### config.mk
export PLATFORM = sky130hd
export DESIGN_NAME = voice_mixer
export DESIGN_NICKNAME = d
export VERILOG_FILES = /design/src/rtl/voice_mixer_pkg.sv /design/src/rtl/serial_divider.sv /design/src/rtl/voice_mixer.sv
export SDC_FILE = /design/constraint.sdc
export NUM_CORES = 1
export LEC_CHECK = 0
export CORE_ASPECT_RATIO = 0.75
export CORE_UTILIZATION = 50
export DETAILED_ROUTE_END_ITERATION = 16
export PLACE_DENSITY = 0.74
export SYNTH_ARGS = -nofsm -noshare
export SYNTH_HDL_FRONTEND = slang
export SYNTH_SLANG_ARGS = --single-unit
export TNS_END_PERCENT = 1
### constraint.sdc
create_clock -name clk_in -period 3.8 [get_ports clk_in]
set_input_delay 0.95 -clock clk_in [delete_from_list [all_inputs] [get_ports clk_in]]
set_output_delay 0.95 -clock clk_in [all_outputs]
set_load 0.02 [all_outputs]
### src/rtl/voice_mixer_pkg.sv
// -----------------------------------------------------------------------------
// mixer_pkg
// Shared definitions for the voice mixer slice.
//   state_t          : mixer FSM states (IDLE, ACCUM, DIV, DONE)
//   SILENCE_DEFAULT  : offset-binary mid-scale, emitted when no voice is on
//   sum_width(n, w)  : width needed to sum n unsigned w-bit samples
// -----------------------------------------------------------------------------
package mixer_pkg;

   typedef enum logic [1:0] {
      IDLE  = 2'd0,
      ACCUM = 2'd1,
      DIV   = 2'd2,
      DONE  = 2'd3
   } state_t;

   localparam logic [7:0] SILENCE_DEFAULT = 8'h80;

   function automatic int sum_width(input int n, input int w);
      return w + $clog2(n + 1);
   endfunction

endpackage

### src/rtl/serial_divider.sv
// -----------------------------------------------------------------------------
// serial_divider
// Restoring unsigned divider producing one quotient bit per clock.
// start loads dividend/divisor; exactly DIVIDEND_W step cycles later done
// pulses for one cycle with the full quotient valid. Remainder is discarded.
//   clk_in    : clock
//   rst_in    : asynchronous active-low reset
//   start     : one-cycle load strobe
//   dividend  : DIVIDEND_W-bit unsigned numerator
//   divisor   : DIVISOR_W-bit unsigned denominator
//   quotient  : DIVIDEND_W-bit result, stable from done until next start
//   done      : one-cycle completion strobe
// -----------------------------------------------------------------------------
module serial_divider #(
   parameter int DIVIDEND_W = 11,
   parameter int DIVISOR_W  = 3
) (
   input  logic                  clk_in,
   input  logic                  rst_in,
   input  logic                  start,
   input  logic [DIVIDEND_W-1:0] dividend,
   input  logic [DIVISOR_W-1:0]  divisor,
   output logic [DIVIDEND_W-1:0] quotient,
   output logic                  done
);

   localparam int STEP_W = $clog2(DIVIDEND_W + 1);

   logic [DIVIDEND_W-1:0] quot_r;
   logic [DIVISOR_W-1:0]  rem_r;
   logic [DIVISOR_W-1:0]  divisor_r;
   logic [STEP_W-1:0]     steps_r;
   logic                  done_r;

   logic [DIVISOR_W:0]    trial_s;
   logic                  fits_s;

   // Trial subtraction: shift next dividend bit into the partial remainder.
   always_comb begin
      trial_s = {rem_r, quot_r[DIVIDEND_W-1]};
      fits_s  = (trial_s >= {1'b0, divisor_r});
   end

   // Load on start, then one restoring step per cycle until the step counter empties.
   always_ff @(posedge clk_in or negedge rst_in) begin
      if (!rst_in) begin
         quot_r    <= {DIVIDEND_W{1'b0}};
         rem_r     <= {DIVISOR_W{1'b0}};
         divisor_r <= {DIVISOR_W{1'b0}};
         steps_r   <= {STEP_W{1'b0}};
         done_r    <= 1'b0;
      end else begin
         done_r <= 1'b0;
         if (start) begin
            quot_r    <= dividend;
            rem_r     <= {DIVISOR_W{1'b0}};
            divisor_r <= divisor;
            steps_r   <= STEP_W'(DIVIDEND_W);
         end else if (steps_r != {STEP_W{1'b0}}) begin
            // The remainder after a successful subtract is below the divisor,
            // so dropping the top bit loses nothing.
            if (fits_s) begin
               rem_r <= DIVISOR_W'(trial_s - {1'b0, divisor_r});
            end else begin
               rem_r <= DIVISOR_W'(trial_s);
            end
            quot_r  <= {quot_r[DIVIDEND_W-2:0], fits_s};
            steps_r <= steps_r - STEP_W'(1);
            if (steps_r == STEP_W'(1)) begin
               done_r <= 1'b1;
            end
         end
      end
   end

   assign quotient = quot_r;
   assign done     = done_r;

endmodule

### src/rtl/voice_mixer.sv
// -----------------------------------------------------------------------------
// voice_mixer
// Averages the active oscillator samples once per audio tick. On tick the
// voice flags and samples are snapshotted, active voices are summed one per
// cycle, and the sum is divided by the active count in a serial divider.
// Latency from the tick edge to the valid cycle is fixed at
// NUM_OSCILLATORS + SUM_W + 2 edges regardless of how many voices are on.
//   clk_in      : 100 MHz clock
//   rst_in      : asynchronous active-low reset
//   tick_in     : one-cycle sample strobe
//   is_on_in    : per-voice active flags
//   samples_in  : packed per-voice samples, voice i at [i*SAMPLE_WIDTH +: SAMPLE_WIDTH]
//   stream_out  : mixed sample, held between updates
//   valid_out   : one-cycle pulse when stream_out updates
//   busy_out    : high while a sample is in flight (through DONE)
//   overrun_out : sticky; a tick arrived while busy
// -----------------------------------------------------------------------------
module voice_mixer
   import mixer_pkg::*;
#(
   parameter int                      NUM_OSCILLATORS = 4,
   parameter int                      SAMPLE_WIDTH    = 8,
   parameter logic [SAMPLE_WIDTH-1:0] SILENCE         = SAMPLE_WIDTH'(SILENCE_DEFAULT)
) (
   input  logic                                    clk_in,
   input  logic                                    rst_in,
   input  logic                                    tick_in,
   input  logic [NUM_OSCILLATORS-1:0]              is_on_in,
   input  logic [NUM_OSCILLATORS*SAMPLE_WIDTH-1:0] samples_in,
   output logic [SAMPLE_WIDTH-1:0]                 stream_out,
   output logic                                    valid_out,
   output logic                                    busy_out,
   output logic                                    overrun_out
);

   localparam int SUM_W = sum_width(NUM_OSCILLATORS, SAMPLE_WIDTH);
   localparam int CNT_W = $clog2(NUM_OSCILLATORS + 1);
   localparam int IDX_W = (NUM_OSCILLATORS > 1) ? $clog2(NUM_OSCILLATORS) : 1;
   localparam logic [IDX_W-1:0] LAST_IDX = IDX_W'(NUM_OSCILLATORS - 1);
   localparam logic [SUM_W-1:0] Q_MAX    = SUM_W'((1 << SAMPLE_WIDTH) - 1);

   state_t                                state_r;
   state_t                                next_state_s;
   logic [NUM_OSCILLATORS-1:0]            on_snap_r;
   logic [NUM_OSCILLATORS*SAMPLE_WIDTH-1:0] samples_snap_r;
   logic [SUM_W-1:0]                      sum_r;
   logic [CNT_W-1:0]                      count_r;
   logic [IDX_W-1:0]                      idx_r;
   logic                                  div_start_r;
   logic [SAMPLE_WIDTH-1:0]               stream_r;
   logic                                  valid_r;
   logic                                  busy_r;
   logic                                  overrun_r;

   logic [SAMPLE_WIDTH-1:0]               cur_sample_s;
   logic [SUM_W-1:0]                      quotient_s;
   logic                                  div_done_s;
   logic                                  load_out_s;
   logic [SAMPLE_WIDTH-1:0]               result_s;

   serial_divider #(
      .DIVIDEND_W (SUM_W),
      .DIVISOR_W  (CNT_W)
   ) u_divider (
      .clk_in   (clk_in),
      .rst_in   (rst_in),
      .start    (div_start_r),
      .dividend (sum_r),
      .divisor  (count_r),
      .quotient (quotient_s),
      .done     (div_done_s)
   );

   // Next-state decode; load_out_s marks the edge that enters DONE.
   always_comb begin
      next_state_s = state_r;
      load_out_s   = 1'b0;
      case (state_r)
         IDLE: begin
            if (tick_in) begin
               next_state_s = ACCUM;
            end else begin
               next_state_s = IDLE;
            end
         end
         ACCUM: begin
            if (idx_r == LAST_IDX) begin
               next_state_s = DIV;
            end else begin
               next_state_s = ACCUM;
            end
         end
         DIV: begin
            if (div_done_s) begin
               next_state_s = DONE;
               load_out_s   = 1'b1;
            end else begin
               next_state_s = DIV;
            end
         end
         DONE: begin
            next_state_s = IDLE;
         end
         default: begin
            next_state_s = IDLE;
         end
      endcase
   end

   // Current voice sample and final result selection. The quotient is bounded
   // by the largest sample, so the saturation branch is purely defensive.
   always_comb begin
      cur_sample_s = samples_snap_r[int'(idx_r)*SAMPLE_WIDTH +: SAMPLE_WIDTH];
      if (count_r == {CNT_W{1'b0}}) begin
         result_s = SILENCE;
      end else if (quotient_s > Q_MAX) begin
         result_s = Q_MAX[SAMPLE_WIDTH-1:0];
      end else begin
         result_s = quotient_s[SAMPLE_WIDTH-1:0];
      end
   end

   // FSM state register.
   always_ff @(posedge clk_in or negedge rst_in) begin
      if (!rst_in) begin
         state_r <= IDLE;
      end else begin
         state_r <= next_state_s;
      end
   end

   // Snapshot capture and serial accumulation; div_start_r fires after the last voice.
   always_ff @(posedge clk_in or negedge rst_in) begin
      if (!rst_in) begin
         on_snap_r      <= {NUM_OSCILLATORS{1'b0}};
         samples_snap_r <= {(NUM_OSCILLATORS*SAMPLE_WIDTH){1'b0}};
         sum_r          <= {SUM_W{1'b0}};
         count_r        <= {CNT_W{1'b0}};
         idx_r          <= {IDX_W{1'b0}};
         div_start_r    <= 1'b0;
      end else begin
         div_start_r <= 1'b0;
         case (state_r)
            IDLE: begin
               if (tick_in) begin
                  on_snap_r      <= is_on_in;
                  samples_snap_r <= samples_in;
                  sum_r          <= {SUM_W{1'b0}};
                  count_r        <= {CNT_W{1'b0}};
                  idx_r          <= {IDX_W{1'b0}};
               end
            end
            ACCUM: begin
               if (on_snap_r[idx_r]) begin
                  sum_r   <= sum_r + SUM_W'(cur_sample_s);
                  count_r <= count_r + CNT_W'(1);
               end
               if (idx_r == LAST_IDX) begin
                  idx_r       <= {IDX_W{1'b0}};
                  div_start_r <= 1'b1;
               end else begin
                  idx_r <= idx_r + IDX_W'(1);
               end
            end
            default: begin
            end
         endcase
      end
   end

   // Registered outputs: held sample, valid strobe, busy flag and sticky overrun.
   always_ff @(posedge clk_in or negedge rst_in) begin
      if (!rst_in) begin
         stream_r  <= SILENCE;
         valid_r   <= 1'b0;
         busy_r    <= 1'b0;
         overrun_r <= 1'b0;
      end else begin
         if (load_out_s) begin
            stream_r <= result_s;
         end
         valid_r <= load_out_s;
         busy_r  <= (next_state_s != IDLE);
         if (tick_in && (state_r != IDLE)) begin
            overrun_r <= 1'b1;
         end
      end
   end

   assign stream_out  = stream_r;
   assign valid_out   = valid_r;
   assign busy_out    = busy_r;
   assign overrun_out = overrun_r;

endmodule

======== Word-level counts from Yosys, hierarchy flattened ========
Cells that the tools add are included.
word-level totals
  register bits after elaboration ......... 88
  latch bits .............................. 0
  memory bits (writable) .................. 0
  memory bits (read-only) ................. 0
  logic and storage cells ................. 74
  memories kept ........................... 0
cells by class
  add/sub/neg operators ................... 5
  multipliers ............................. 0
  div/mod/pow operators ................... 0
  magnitude comparators ................... 3
  equal/unequal tests ..................... 7
  shift operators ......................... 1
  muxes and demuxes ....................... 31
  bitwise operators ....................... 0
  reductions and logical operators ........ 11
operators with widths
  operator                                              count
  two-way mux 11 bit                                    4
  variable part select 32 x 6 -> 8 bit                  1
  case mux 11 bit (2 select lines)                      1
  two-way mux 8 bit                                     2
  two-way mux 3 bit                                     5
  adder 11 x 8 -> 11 bit                                1
  > comparator 11 x 8 -> 1 bit (second input constant)  1
  two-way mux 1 bit                                     10
  two-way mux 4 bit                                     2
  case mux 2 bit (4 select lines)                       1
  nonzero test 2 bit                                    4
  == test 2 bit (second input constant)                 3
  two-way mux 2 bit                                     3
  case mux 3 bit (2 select lines)                       1
  == test 4 x 1 -> 1 bit (second input constant)        1
  >= comparator 4 x 3 -> 1 bit                          1
  != test 2 bit (second input constant)                 2
  case mux 2 bit (2 select lines)                       1
  AND reduction 2 bit                                   2
  nonzero test 4 bit                                    1
  subtractor 4 x 1 -> 4 bit (second input constant)     1
  adder 3 x 1 -> 3 bit (second input constant)          1
  logical NOT 3 bit                                     1
  < comparator 2 x 3 -> 1 bit (second input constant)   1
  7 further kinds                                       7

======== Longest topological paths before layout ========
Gate-level depths: netlist of the first run.
  depth in word-level cells ............... 4
  mapped depth ............................ 8
  gate-level depth less buffers ........... 7

======== Hierarchy ========
A second synthesis of the first run with hierarchy kept.
unflattened totals
  cell total of the unflattened synthesis .. 443
  area, all modules ....................... 4349.2 sq um
by module, submodules not included
  module          times used  cells each  area an instance (sq um)  seq. area each (sq um)
  voice_mixer     1           330         3161.8                    1652.8
  serial_divider  1           113         1187.4                    550.5

======== Worst setup path before layout of the first run ========
OpenSTA, ideal clock, no wires.
  kind .................................... reg2reg
  from .................................... reg idx_r[0]
  to ...................................... reg sum_r[4]
  setup time .............................. 0.120 ns
  data arrival time ....................... 2.553 ns
  slack ................................... 1.127 ns
  stages on the path, launching flop included .. 9
  clock period less this slack ............ 2.673 ns
  cell sequence ........................... dfrtp_1 -> buf_2 -> mux4_2 -> ha_1 -> fa_1 -> a21o_1 -> a211o_1 -> and3_1 -> a31o_1
between the ends
  cells in the longest elaborated chain, start to end .. 4
  elaborated cells on any way between the ends .. 8
  those cells by class .................... add/sub: 1; eq/ne: 1; shift: 1; mux: 4; reduce/logical: 1
RTL lines
  element                                                                                                line                                    text
  start, declared                                                                                        voice_mixer.sv:48                       logic [IDX_W-1:0] idx_r;
  start signal, assigned                                                                                 voice_mixer.sv:139                      idx_r <= {IDX_W{1'b0}};
  start signal, assigned                                                                                 voice_mixer.sv:150                      idx_r <= {IDX_W{1'b0}};
  start signal, assigned                                                                                 voice_mixer.sv:159                      idx_r <= {IDX_W{1'b0}};
  variable part select 32 x 6 -> 8 bit / binary-select mux 1 bit (select 2 bit) (equally long branches)  voice_mixer.sv:113, voice_mixer.sv:154
  adder 11 x 8 -> 11 bit / two-way mux 1 bit (equally long branches)                                     voice_mixer.sv:155, voice_mixer.sv:154
  two-way mux 11 bit / != test 2 bit (equally long branches)                                             n/a
  case mux 11 bit (2 select lines) / AND reduction 3 bit (equally long branches)                         n/a
  end signal, assigned                                                                                   voice_mixer.sv:137                      sum_r <= {SUM_W{1'b0}};
  end signal, assigned                                                                                   voice_mixer.sv:148                      sum_r <= {SUM_W{1'b0}};
  end signal, assigned                                                                                   voice_mixer.sv:155                      sum_r <= sum_r + SUM_W'(cur_sample_s);
  end, declared                                                                                          voice_mixer.sv:46                       logic [SUM_W-1:0] sum_r;
Several ways; a longest one is shown, not always the timed one. The select of a mux whose other input is x is not followed.
A chain may end at the register's enable or synchronous reset.

======== Final worst setup path of the first run ========
  from .................................... reg idx_r[0]
  to ...................................... reg sum_r[10]
The elaborated chain is that of the path after synthesis.

==> results.yml, run 1 <==
setup_path:
  cp.arrival_ns: 3.02
  max_stage_delay_ns: 0.53
  crit_slowest_cell: "a2111oi_0"
  endpoint_kind: "flip-flop"
  path_max_fanout: 9
  crit_required_ns: 4.06
  crit_chain: "buf_4, mux4_2, ha_1, a2111oi_0, o21ai_0, nand4_1, mux2i_1"
  critPathLaunchType: "flip-flop"
  path_class: "reg2reg"
routing:
  wire_per_inst_um: 15.0
  drt-initial-drc-count: 222
  drt-vias-per-instance: 5.39
  drc: 0
  vias: 3191
  ant_nets: 0
  finalWirelength_mm: 8.91
  drtPass1Iterations: 4
global_routing:
  antenna_found_initial: 0
  grt_pass1_wl_mm: 14.9
  grtUsageTotal: 0.219
  grt_remaining_overflow: 0
  grt_pass1_vias: 3130
  grt_start_max_net_pins: 89
timing:
  rsz0062_at_grt: "false"
  finalCriticalPeriod_ns: 2.76
  tightest_slew_ns: 1.09
  drv_slew: 0
  fmax_mhz: 362
  whs_ns: 0.473
  finalCritPeriodShare: 0.726
  slew_headroom: 0.272
  fin_skew_ns: 0.00785
  final-hold-violation-count: 0
  fin_setup_tns_ns: 0
  finalSetupViolCount: 0
synthesis:
  synth_cells: 440
  synth.top_cells.by_area: "dfrtp_1 50%, nand2_1 13%, ha_1 4.9%, mux4_2 4.7%, o21ai_0 4.0%"
  netlist_area_um2: 4330
  ys_seq_area_frac: 0.509
  synth_top_area_share: 0.503
  ys_warn_count: 0
  ys_seq_elements: 88
  synth_fp_nets: 498
  synth_edf_count: 0
  postSynth.asyncResetShare: 1.00
  ys.flop_type: "dfrtp_1"
  syn_area_per_cell_um2: 9.83
  synth_top_area_cell: "dfrtp_1"
  yosysUniqueCellTypes: 50
pwr:
  finalPower_mw: 4.55
  power_density_nw_per_um2: 880
  leakage_nw: 2.48
  peakVddDrop_mv: 0.569
floorplanning:
  ios: 50
  die_h_um: 82.6
  fp.dieW_um: 109
  die-area_um2: 9030
  rows: 28
  start_util: 0.532
  core_area_um2: 8130
clock_tree:
  cts_sinks: 88
  insertion_delay_ns: 0.34
  cts_tree: "done"
  hold_buffers: 0
  cts.path.max_buffers: 2
  postCtsSetupRepairBufs: 0
  cts-root-buf: "clkbuf_16"
  post_cts_resized: 0
  clkTransAtPathRegs_ns: 0.07
  cts-buffers-inserted: 9
  cts_max_level: 3
placed_design:
  dp_hpwl_mm: 6.25
  globalplace.congestion: 0.831
  io_buffers: 49
  dpl-instance-area_um2: 4880
flow_run:
  max-cap-violations: 0
final_layout:
  synthToLayoutAreaGrowth_pct: 19.4
  antenna_cells: 0
  post-route-util: 0.636
  drive_gt1_frac: 0.0801
  fillers: 671
  stdcell_area_um2: 5170
  finalNetCount: 540
min_path:
  hp-class: "reg2reg"
outcome:
  status: "complete, no violations"
cell usage after synthesis (4+ instances only):
master and count:
a211o_1 4, a211oi_1 4, a21oi_1 8, buf_2 5, clkbuf_1 15, dfrtp_1 87
ha_1 17, inv_1 10, mux2i_1 15, mux4_2 9, nand2_1 146, nand2b_1 8
nand3_1 10, nor2_1 9, o21ai_0 35, or3_1 4, xnor2_1 5
state kept, by name, summed over array words and instances (netlist names):
register and flops:
busy_out 1, count_r 3, div_start_r 1, idx_r 2, on_snap_r 4, overrun_out 1
samples_snap_r 32, state_r 2, stream_out 8, sum_r 11, u_divider.divisor_r 3, u_divider.done 1
u_divider.quotient 11, u_divider.rem_r 3, u_divider.steps_r 4, valid_out 1
where the power goes:
group	internal [mW]	switching, mW
combinational	0.937	1.07
clock	0.494	0.348
sequential	1.36	0.340
routing by layer:
metal / part of all wire / track usage
met5: 0 / 0
met2: 0.45 / 0.328
met4: 0.011 / 0.0640
met3: 0.038 / 0.0573
met1: 0.50 / 0.312
cells in the final DEF, fill, tap and decap left out, types with 9 or more instances in the layout:
master,count
clkbuf_16,9
nand3_1,10
clkdlybuf4s50_1,48
o21ai_0,35
inv_1,10
nor2_1,9
mux2i_1,15
mux4_2,9
nand2_1,146
dfrtp_1,87
ha_1,17
cell families after synthesis:
group | count (synthesis) | synth area share
AND/OR/NAND/NOR | 199 | 0.199
flip-flops | 88 | 0.509
multiplexers | 26 | 0.0876
XOR/XNOR | 6 | 0.0121
adder cells (fa/ha/maj) | 19 | 0.0584
buffers and inverters | 32 | 0.0318
AO/OA/AOI/OAI | 70 | 0.102
cell type report:
class	instances	area, um2	share of cell area
clock buffers	13	270	0.0523
clock inverters	3	15.0	0.00291
inverters	10	37.5	0.00726
multi-input cells	320	1990	0.385
flip-flops and latches	88	2200	0.426
well taps	105	131	0.0254
repair buffers	53	518	0.100
critical path, delay by kind of cell, from the launching register on:
kind,cells,cell delay (ns)
AO/OA/AOI/OAI,2,0.76
adder cells (fa/ha/maj),1,0.37
buffers and inverters,1,0.23
flip-flops,1,0.45
multiplexers,2,0.71
AND/OR/NAND/NOR,1,0.17
path summary, 6_finish.rpt:
| kind | start | end | slack [ns] | depth (start not counted) |
|---|---|---|---|---|
| worst max-delay path | idx_r[0] | sum_r[10] | 1.04 | 7 |
| worst min-delay path | samples_snap_r[31] | samples_snap_r[31] | 0.47 | 2 |
| worst max register to register | idx_r[0] | sum_r[10] | 1.04 | 7 |
| worst min register to register | samples_snap_r[31] | samples_snap_r[31] | 0.47 | 2 |
| max in group asynchronous | rst_in | samples_snap_r[23] | 2.29 | 1 |
| min in group asynchronous | rst_in | stream_out[4] | 0.82 | 1 |
per-stage QoR:
| stage | cells | worst slack (ns) |
|---|---|---|
| floorplan | 440 | 1.13 |
| global placement | 576 | 1.20 |
| detailed placement | 576 | 1.10 |
| CTS | 592 | 1.05 |
| global route | 592 | 0.673 |
| finish | 592 | 1.04 |
(Power assumes the default switching activity.)
==> inputs of run 2 (changes only) <==
--- a/config.mk
+++ b/config.mk
@@ -8,7 +8,7 @@
 export CORE_ASPECT_RATIO = 0.75
 export CORE_UTILIZATION = 50
 export DETAILED_ROUTE_END_ITERATION = 16
-export PLACE_DENSITY = 0.74
+export PLACE_DENSITY = 0.77
 export SYNTH_ARGS = -nofsm -noshare
 export SYNTH_HDL_FRONTEND = slang
 export SYNTH_SLANG_ARGS = --single-unit
==> constraint.sdc (replaced) <==
create_clock -name clk_in -period 2.2 [get_ports clk_in]
set_input_delay 0.55 -clock clk_in [delete_from_list [all_inputs] [get_ports clk_in]]
set_output_delay 0.55 -clock clk_in [all_outputs]
set_load 0.02 [all_outputs]
==> run 2 against run 1 <==
  * The flow now finishes with violations (negative setup slack)
  * Non-clock buffer count is 25 higher
  * Clock power up 110%
  * Register-to-register slack worse by 1.2 ns
  * Critical path depth unchanged
  * Sequential cell count unchanged
  * Final area is 7.2% higher
  * Highest routed layer unchanged
==> results.yml, run 2 (same netlist as run 1, synthesis figures left out) <==
placed_design:
  dpl-instance-area_um2: 5060
  globalplace.congestion: 0.901
  dp_hpwl_mm: 6.49
  dp_slack_ns: -0.467
  io_buffers: 49
  dp.cells: 596
routing:
  drtPass1Iterations: 4
  vias: 3255
  drc: 0
  ant_nets: 0
  wire_per_inst_um: 14.6
  drt-initial-drc-count: 167
  drt-vias-per-instance: 5.28
  finalWirelength_mm: 9.00
final_layout:
  final_common_cell: "nand2_1"
  synthToLayoutAreaGrowth_pct: 28.1
  multiInputGateArea_um2: 2100
  finalNetCount: 565
  post-route-util: 0.682
  fillers: 607
  final_cell_count_no_fill: 617
  most-common-layout-cells: "145 x nand2_1, 86 x dfrtp_1, 48 x clkdlybuf4s50_1"
  seq_area_um2: 2200
  antenna_cells: 0
  stdcell_area_um2: 5540
  regMostFlops: "samples_snap_r"
  largest_reg_flops: 32
  drive_gt1_frac: 0.154
floorplanning:
  ios: 50
  die_h_um: 82.6
  die-area_um2: 9030
  core_area_um2: 8130
  fp.dieW_um: 109
  start_util: 0.532
  rows: 28
timing:
  fmax_mhz: 419
  drv_slew: 0
  finalCritPeriodShare: 1.08
  tightest_slew_ns: 0.730
  slew_headroom: 0.514
  fin_setup_tns_ns: -0.737
  final-hold-violation-count: 0
  finalSetupViolCount: 7
  whs_ns: 0.150
  fin_skew_ns: 0.00636
  finalCriticalPeriod_ns: 2.38
  rsz0062_at_grt: "true"
  fin_ws_ns: -0.184
global_routing:
  grt_pass1_wl_mm: 14.8
  grtUsageTotal: 0.218
  grt_start_max_net_pins: 38
  grt_remaining_overflow: 0
  grt_pass1_vias: 3135
  antenna_found_initial: 0
outcome:
  status: "finished with violations"
  violations: "negative setup slack"
setup_path:
  worstReg2RegStart: "idx_r[0]"
  path_class: "reg2reg"
  cp_top_family: "compound AO/OA/AOI/OAI gates"
  crit_start: "idx_r[0]"
  cp.arrival_ns: 2.61
  max_stage_delay_ns: 0.55
  crit_slowest_cell: "mux4_2"
  endpoint_kind: "flip-flop"
  critPathBufInv: 0
  crit_required_ns: 2.43
  critPathLaunchType: "flip-flop"
  crit_chain: "mux4_2, ha_4, fa_2, a21o_1, a211o_1, and3_1, a31o_1"
  path_max_fanout: 5
clock_tree:
  cts_tree: "done"
  clkTransAtPathRegs_ns: 0.06
  cts_sinks: 88
  cts-root-buf: "clkbuf_16"
  cts-buffers-inserted: 9
  cts_max_level: 3
  cts.path.max_buffers: 2
  insertion_delay_ns: 0.34
pwr:
  peakVddDrop_mv: 0.686
  leakage_nw: 2.63
  power_density_nw_per_um2: 1610
  finalPower_mw: 8.89
min_path:
  hp-class: "in2async"
flow_run:
  max-cap-violations: 0
==> run 2: changes by cell type in the layout (fill, tap and decap cells not counted), sizes merged <==
cell	change
buf	+25
bufinv	+3
clkbuf	-2
clkinv	-1
==> run 2: final timing paths <==
kind                       depth (start not counted)  slack (ns)                 end
max                                                7       -0.18            sum_r[4]
min                                                1        0.15  u_divider.rem_r[2]
max reg2reg                                        7       -0.18            sum_r[4]
min reg2reg                                        2        0.47  samples_snap_r[15]
max in group asynchronous                          2        1.43  samples_snap_r[24]
min in group clk_in                                2        0.47  samples_snap_r[15]
==> run 2: cell type report <==
cell class | instances | area share
Sequential cell | 88 | 0.398
Tap cell | 105 | 0.0237
Timing Repair Buffer | 78 | 0.130
Clock buffer | 11 | 0.0438
Inverter | 10 | 0.00677
Clock inverter | 5 | 0.0187
Multi-Input combinational cell | 320 | 0.379
==> run 2: per-layer routing <==
layer | track usage | vias up | share of wire
met5 | 0 | - | 0
met4 | 0.0427 | 0 | 0.0068
met3 | 0.0651 | 5 | 0.052
met2 | 0.347 | 85 | 0.46
met1 | 0.297 | 1537 | 0.48
li1 | - | 1628 | -
==> run 2: power by group <==
| group | internal, mW | total (mW) | switching (mW) | leakage [nW] |
|---|---|---|---|---|
| sequential | 2.34 | 2.92 | 0.578 | 1.06 |
| combinational | 2.12 | 4.23 | 2.11 | 1.41 |
| clock | 1.14 | 1.75 | 0.606 | 0.170 |
| total | 5.60 | 8.89 | 3.29 | 2.63 |
==> run 2: timing repair <==
item / 4_1_cts / 5_1_grt
hold buffers: 0 / 0
cloned: 0 / 0
resized for setup: 16 / 5
endpoints found under the setup margin: 7 / 8
pin swaps: 10 / 3
buffers inserted: 3 / 2
==> inputs of run 3 (changes only) <==
--- a/config.mk
+++ b/config.mk
@@ -7,6 +7,7 @@
 export LEC_CHECK = 0
 export CORE_ASPECT_RATIO = 0.75
 export CORE_UTILIZATION = 50
+export CTS_BUF_LIST = sky130_fd_sc_hd__clkbuf_2 sky130_fd_sc_hd__clkbuf_4 sky130_fd_sc_hd__clkbuf_8
 export DETAILED_ROUTE_END_ITERATION = 16
 export PLACE_DENSITY = 0.77
 export SYNTH_ARGS = -nofsm -noshare
==> run 3 against run 2 <==
  * The run still ends with negative setup slack left
  * Count of clock-buffer cells in the layout stayed put
  * Power is 5.9% lower
  * Clock skew is 0.0018 ns higher
  * Sequential share of layout area is 0.92 points higher
  * Largest power group unchanged
==> results.yml, run 3 (same netlist as run 1, synthesis figures left out) <==
placed_design:
  dp_slack_ns: -0.467
  dp.cells: 596
  io_buffers: 49
  dp_hpwl_mm: 6.49
  globalplace.congestion: 0.901
timing:
  final-hold-violation-count: 0
  finalCriticalPeriod_ns: 2.39
  fmax_mhz: 419
  tightest_slew_ns: 0.748
  finalCritPeriodShare: 1.09
  fin_ws_ns: -0.187
  fin_skew_ns: 0.00814
  rsz0062_at_grt: "true"
  drv_slew: 0
  slew_headroom: 0.502
  finalSetupViolCount: 7
global_routing:
  antenna_found_initial: 0
  grt_remaining_overflow: 0
  grt_pass1_wl_mm: 14.6
  grt_start_max_net_pins: 38
  grtUsageTotal: 0.212
  grt_pass1_vias: 3111
routing:
  drc: 0
  drt-vias-per-instance: 5.26
  finalWirelength_mm: 8.79
  drt-initial-drc-count: 132
  ant_nets: 0
  vias: 3236
  drtPass1Iterations: 4
  wire_per_inst_um: 14.3
outcome:
  status: "finished with violations"
  violations: "negative setup slack"
setup_path:
  rr_worst_depth: 7
  endpoint_kind: "flip-flop"
  critPathLaunchType: "flip-flop"
  path_class: "reg2reg"
  crit_required_ns: 2.44
  cp.arrival_ns: 2.63
  path_max_fanout: 5
pwr:
  net-switching-power_mw: 3.17
  comb_power_share: 0.491
  swShare: 0.378
  p_seq_frac: 0.348
  clkPwrFrac: 0.161
  power_density_nw_per_um2: 1540
  peakVddDrop_mv: 0.655
  leakage_nw: 2.58
  power.internal_mw: 5.20
final_layout:
  regMostFlops: "samples_snap_r"
  synthToLayoutAreaGrowth_pct: 25.2
  most-common-layout-cells: "145 x nand2_1, 86 x dfrtp_1, 48 x clkdlybuf4s50_1"
  drive_gt1_frac: 0.149
  finalNetCount: 563
  final_cell_count_no_fill: 615
  final_common_cell: "nand2_1"
  antenna_cells: 0
  largest_reg_flops: 32
clock_tree:
  cts-root-buf: "clkbuf_8"
  cts.path.max_buffers: 2
  insertion_delay_ns: 0.35
  cts_tree: "done"
  clkTransAtPathRegs_ns: 0.09
  cts-buffers-inserted: 9
  cts_sinks: 88
  cts_max_level: 3
floorplanning:
  start_util: 0.532
  rows: 28
  ios: 50
  fp.dieW_um: 109
  die-area_um2: 9030
  core_area_um2: 8130
  die_h_um: 82.6
flow_run:
  max-cap-violations: 0
min_path:
  hp-class: "in2async"
==> run 3: cell count changes in the layout (fill, tap and decap cells not counted), sizes merged <==
cell	change
buf	-2
==> run 3: critical path, cell delays in order, from the launching register on <==
cell and delay [ns]:
dfrtp_2 0.44, mux4_2 0.55, ha_4 0.19, fa_2 0.36
a21o_1 0.17, a211o_1 0.26, and3_1 0.14, a31o_1 0.17
==> run 3: final timing paths <==
check                                endpoint        start  slack (ns)
max                                  sum_r[4]     idx_r[0]       -0.19
min                        u_divider.rem_r[2]       rst_in        0.13
max reg2reg                          sum_r[4]     idx_r[0]       -0.19
min reg2reg                       overrun_out  overrun_out        0.48
max in group asynchronous  samples_snap_r[24]       rst_in        1.45
min in group clk_in               overrun_out  overrun_out        0.48
==> run 3: area by class of cell <==
type                       instances  area (um2)
tap                              105         131
inverter                          10        37.5
sequential                        88        2200
clock buffer                      11         145
timing repair buffer              76         707
fill                             626        2710
multi-input combinational        320        2090
clock inverter                     5         104
==> run 3: per-stage QoR <==
step	hold slack [ns]	area (um2)	util	setup TNS, ns	total power, mW
2_1_floorplan	0.254	4350	-	-0.927	5.52
3_3_place_gp	0.455	5060	0.623	-1.78	6.50
3_5_place_dp	0.459	5060	0.623	-2.34	6.69
4_1_cts	0.128	5420	0.666	-0.707	8.39
5_1_grt	0.137	5420	0.666	-1.53	9.05
6_report	0.128	5420	0.666	-0.737	8.37
==> run 3: routing by layer <==
layer,part of all wire,wire length (um),vias to the layer above,track usage
met5,0,0,-,0
met4,0.011,93,0,0.0627
met3,0.044,384,10,0.0487
met2,0.46,4070,76,0.342
met1,0.48,4250,1528,0.289
li1,-,-,1622,-
==> run 3: repair_timing <==
action / in CTS / in global routing
hold buffers: 0 / 0
pin swaps: 9 / 0
gates resized for setup: 17 / 1
setup buffers: 3 / 0
endpoints found under the setup margin: 7 / 7
==> run 3: power groups by stage <==
stage,logic (mW),registers [mW],clock network [mW]
after floorplan,2.78,2.75,0
after global placement,3.60,2.90,0
after detailed placement,3.77,2.93,0
after CTS,4.10,2.91,1.38
after global routing,4.60,3.01,1.44
final,4.11,2.91,1.35
